## config.mk

```make
export PLATFORM = sky130hd
export DESIGN_NAME = uart_rx
export DESIGN_NICKNAME = d
export VERILOG_FILES = /design/src/rtl/uart_rx.sv
export SDC_FILE = /design/constraint.sdc
export NUM_CORES = 1
export LEC_CHECK = 0
export BUFFER_PORTS_ARGS = -buffer_cell sky130_fd_sc_hd__buf_2
export CAP_MARGIN = 25
export CORE_ASPECT_RATIO = 1.2
export CORE_MARGIN = 5
export CORE_UTILIZATION = 58
export DETAILED_ROUTE_END_ITERATION = 8
export GPL_TIMING_DRIVEN = 1
export PLACE_DENSITY_LB_ADDON = 0.15
export SYNTH_ARGS = -nofsm -noshare
export SYNTH_HDL_FRONTEND = slang
export SYNTH_SLANG_ARGS = --single-unit
```

## constraint.sdc

```tcl
create_clock -name clk -period 2.1 [get_ports clk]
set_input_delay 0.63 -clock clk [delete_from_list [all_inputs] [get_ports clk]]
set_output_delay 0.63 -clock clk [all_outputs]
set_load 0.05 [all_outputs]
```

## src/rtl/uart_rx.sv

```systemverilog
// uart_rx: 8N1 serial receiver with mid-bit sampling and framing-error detection.
// Optional even-parity checking is enabled by defining UART_RX_PARITY_EN, which
// adds the PARITY state and the UART_ERR_PAR output.
module uart_rx #(
  parameter int CLKS_PER_BIT = 868
) (
  input  logic       clk,
  input  logic       rst,
  input  logic       UART_RXD,
  output logic [7:0] UART_RxREG,
  output logic       UART_STA_RX,
  output logic       UART_ERR_FRM,
  output logic       UART_BUSY
`ifdef UART_RX_PARITY_EN
  ,
  output logic       UART_ERR_PAR
`endif
);

  localparam int CW = $clog2(CLKS_PER_BIT);
  localparam logic [CW-1:0] FULL_M1 = CW'(CLKS_PER_BIT - 1);
  localparam logic [CW-1:0] HALF_M1 = CW'(CLKS_PER_BIT / 2 - 1);
  localparam logic [CW-1:0] CNT_ONE = CW'(1);

  typedef enum logic [2:0] {
    IDLE,
    START,
    DATA,
    STOP,
    BRK_WAIT
`ifdef UART_RX_PARITY_EN
    ,
    PARITY
`endif
  } state_t;

  state_t        state;
  logic          sync1;
  logic          rxs;
  logic [CW-1:0] clk_cnt;
  logic [2:0]    bit_cnt;
  logic [7:0]    shreg;
`ifdef UART_RX_PARITY_EN
  logic          par_ok;
`endif

  // Two-flop synchronizer; resets to the idle (high) line level.
  always_ff @(posedge clk) begin
    if (rst) begin
      sync1 <= 1'b1;
      rxs   <= 1'b1;
    end else begin
      sync1 <= UART_RXD;
      rxs   <= sync1;
    end
  end

  // Frame FSM: all outputs are registered, strobes default low every cycle.
  always_ff @(posedge clk) begin
    if (rst) begin
      state        <= IDLE;
      clk_cnt      <= '0;
      bit_cnt      <= '0;
      shreg        <= '0;
      UART_RxREG   <= 8'h00;
      UART_STA_RX  <= 1'b0;
      UART_ERR_FRM <= 1'b0;
`ifdef UART_RX_PARITY_EN
      par_ok       <= 1'b1;
      UART_ERR_PAR <= 1'b0;
`endif
    end else begin
      UART_STA_RX  <= 1'b0;
      UART_ERR_FRM <= 1'b0;
`ifdef UART_RX_PARITY_EN
      UART_ERR_PAR <= 1'b0;
`endif
      case (state)
        IDLE: begin
          if (!rxs) begin
            clk_cnt <= '0;
            state   <= START;
          end
        end
        START: begin
          // Half a bit in: confirm the start bit is still low, else it was a glitch.
          if (clk_cnt == HALF_M1) begin
            clk_cnt <= '0;
            bit_cnt <= '0;
            state   <= rxs ? IDLE : DATA;
          end else begin
            clk_cnt <= clk_cnt + CNT_ONE;
          end
        end
        DATA: begin
          if (clk_cnt == FULL_M1) begin
            clk_cnt <= '0;
            shreg   <= {rxs, shreg[7:1]};
            bit_cnt <= bit_cnt + 3'd1;
            if (bit_cnt == 3'd7) begin
`ifdef UART_RX_PARITY_EN
              state <= PARITY;
`else
              state <= STOP;
`endif
            end
          end else begin
            clk_cnt <= clk_cnt + CNT_ONE;
          end
        end
`ifdef UART_RX_PARITY_EN
        PARITY: begin
          if (clk_cnt == FULL_M1) begin
            clk_cnt <= '0;
            par_ok  <= ~(^{shreg, rxs});
            state   <= STOP;
          end else begin
            clk_cnt <= clk_cnt + CNT_ONE;
          end
        end
`endif
        STOP: begin
          // Returning to IDLE at mid-stop keeps back-to-back start edges visible.
          if (clk_cnt == FULL_M1) begin
            clk_cnt <= '0;
            if (!rxs) begin
              UART_ERR_FRM <= 1'b1;
              state        <= BRK_WAIT;
            end else begin
              state <= IDLE;
`ifdef UART_RX_PARITY_EN
              if (par_ok) begin
                UART_RxREG  <= shreg;
                UART_STA_RX <= 1'b1;
              end else begin
                UART_ERR_PAR <= 1'b1;
              end
`else
              UART_RxREG  <= shreg;
              UART_STA_RX <= 1'b1;
`endif
            end
          end else begin
            clk_cnt <= clk_cnt + CNT_ONE;
          end
        end
        BRK_WAIT: begin
          // A held-low line yields one error; wait for it to release.
          if (rxs) state <= IDLE;
        end
        default: state <= IDLE;
      endcase
    end
  end

  assign UART_BUSY = (state != IDLE);

endmodule

```

==> parameters.txt <==
Parameter                              Value

Synth
  Synthesized netlist cell count    between 150 and 200
  Synthesized net count    between 150 and 200
  EDFF count, synth    0
  Register area share after synthesis    42.7%
  Total of flip-flops plus latches after synthesis    36
  Count of distinct cell types in the synthesized netlist    41
  Async set or reset register ratio after synthesis    0%
  YS warnings    0
  Dominant cell type by area after synthesis    dfxtp_1
  Post-Syn Area per Cell    9.44 sq um
  Share of the synthesized area in the top cell type    42.7%
  Most frequently used flop master after synthesis    dfxtp_1
  Cell types with the largest area share after synthesis    dfxtp_1, mux2i_1, nor2_1, ha_1, nand2b_1
  Cell area after synthesis    around 0.0017 sq mm

Timing
  Ratio of final minimum period to clock period    about 96%
  Final worst clock skew    10.9 ps
  Minimum clock period after layout    ~2000 ps
  Total Neg Setup Slack    0 ps
  Final number of setup-violating endpoints    0
  Final-report max-slew violation count    0
  Tightest Pin Transition    537 ps
  Normalized max-slew margin    64.1%
  Number of hold violations in the final report    0
  Peak Freq    495 MHz
  Setup repair after global routing missed its margin    no

Detailed routing
  Initial drt markers    45
  Total wirelength of the detailed-routed design    between 3 and 4 mm
  Number of optimization iterations in the first detailed-route pass    4
  Detail-routed via count per cell    between 5 and 6
  Routed Antenna Nets    0
  Routed length per placed instance    around 14 um
  DRC Markers    0
  Total via count after detailed routing    1358

Pwr
  Worst vdd rail ir drop    approximately 0.45 mV
  PD cells    602 mW/mm^2
  Total power draw    ~0.0011 W
  Leakage    between 0.6 and 0.7 nW

GRT
  GRT overflow    0
  Number of antenna violations at the first check in global routing    0
  Vias in the first global route    around 1400
  Aggregate global-route resource usage    between 10% and 20%
  Wire length of the first global-routing pass    between 5 and 6 mm
  Largest net degree at the start of global routing    31

Worst setup path
  Worst Setup End Kind    primary output
  Critical path launch point type    flip-flop
  Kind of critical path    reg -> out
  R2R Setup Slk    210 ps
  Critical path data arrival time    between 1000 and 1500 ps
  Max Fanout on Critical Path    10
  Req. time, crit path    between 1000 and 1500 ps

Floorplan
  Die Span Y    69.1 um
  Row cnt    21
  DIE AREA    approximately 0.004 sq mm
  Chip width    approximately 59 um
  Total I/O pin count    14
  Area of the core    around 0.0028 sq mm
  Starting density of the core    between 60% and 70%

Layout
  Post-Layout Inst Area    0.00187 sq mm
  Share of post-route cells with drive strength above 1    20.2%
  Number of antenna diodes    0
  Final net count    204
  Synthesis-to-finish area growth    10.4%

CTS
  Master cell of the clock root buffer    clkbuf_4
  Number of CTS-inserted buffers    5
  Sinks on Clock Net    36
  Number of buffers inserted by hold repair at cts    0
  Gates resized, CTS repair    0
  Maximum number of buffers from clock root to sink    2
  TritonCTS clock tree    yes
  Number of levels in the clock H-tree    2
  Setup repair bufs after CTS    0
  Clock latency on the worst-skew pair    between 300 and 400 ps
  Clk slew on worst S/H paths    100 ps

Place
  Estimated wirelength of the detail-placed design    around 2.4 mm
  Number of I/O port buffers    13
  Weighted congestion at the end of routability-driven global placement    0.920
  Placed inst area    around 0.0018 sq mm

Hold path
  Worst min-delay path class    reg -> reg

Status
  Status    complete, no violations

Run
  Count of max-cap constraint violations    0
## per-layer routing
metal  vias up  routed length [um]  GRT usage (%)
li1        676                   -              -
met1       637                1440           21.1
met2        39                1690           27.7
met3         6                 136           4.85
met4         0                  44           11.3
met5         -                   0              0
## path summary, 6_finish.rpt
check | from | end | cells after the start
max reg2reg | clk_cnt[0]$_SDFFE_PP0P_ | shreg[1]$_SDFFE_PP0P_ | 7
max | state[2]$_SDFFE_PP0P_ | UART_BUSY | 2
min | sync1$_SDFF_PP1_ | rxs$_SDFF_PP1_ | 1
min reg2reg | sync1$_SDFF_PP1_ | rxs$_SDFF_PP1_ | 1
## sequential cells by signal, indices dropped and copies added, names as in the netlist
signal,flops
shreg,8
rxs,1
UART_RxREG,8
sync1,1
bit_cnt,3
UART_STA_RX,1
state,3
UART_ERR_FRM,1
clk_cnt,10
## synth_stat cells (3+ instances only)
cell type  count
dfxtp_1       36
nor2_1        25
mux2i_1       19
nand2_1       11
a21oi_1        8
nand2b_1       8
o21ai_0        8
inv_1          6
nand3_1        6
clkbuf_1       5
ha_1           4
nor3_1         3
o22ai_1        3
or2_2          3
or3_1          3
## through the flow
stage / cells / utilization (%) / hold WS [ps] / setup WS (ps)
3_5_place_dp: 224 / 64.7 / 394 / 207
5_1_grt: 232 / 67.0 / 446 / 32.4
6_report: 232 / 67.0 / 418 / 79.7
3_3_place_gp: 224 / 64.7 / 391 / 300
4_1_cts: 232 / 67.0 / 420 / 69.1
2_1_floorplan: 179 / - / 389 / 274
## cells in the final DEF (no fill, tap or decap), drive strengths merged, types with 4 or more instances in the layout
cell type and n:
clkbuf 7, mux2i 19, nand2b 8, buf 17, nand2 13, inv 6, ha 4, nor2 25
nor3 4, dfxtp 36, nand3 6, a21oi 8, o21ai 8
## worst max-delay path, cell delays in order, from the launching register on
cell and delay [ps]:
dfxtp_1 440, or3_1 400, buf_2 220
## power by group
part	switching [W]	total [W]	internal [W]	leakage [nW]
Sequential	0.00000614	0.000692	0.000686	0.290
Combinational	0.0000281	0.0000430	0.0000149	0.363
Clock	0.000224	0.000388	0.000164	0.0315
Total	0.000258	0.00112	0.000864	0.685
## cells by family (layout without fill, tap and decap cells)
family | after synthesis | after routing | synth area share, %
adders and majority gates | 4 | 4 | 2.96
muxes | 19 | 19 | 11.3
DFF | 36 | 36 | 42.7
buffers and inverters | 12 | 31 | 2.74
AOI/OAI and AO/OA | 32 | 32 | 14.6
and+or+nand+nor | 76 | 76 | 25.8
## layout make-up
class	instances	area, sq um
multi-input cells	131	922
fillers	245	920
flip-flops and latches	36	721
repair buffers	17	95.1
clock buffers	7	55.1
well taps	34	42.5
inverters	6	22.5
clock inverters	1	7.51
Power figures use the tool's default switching activity.
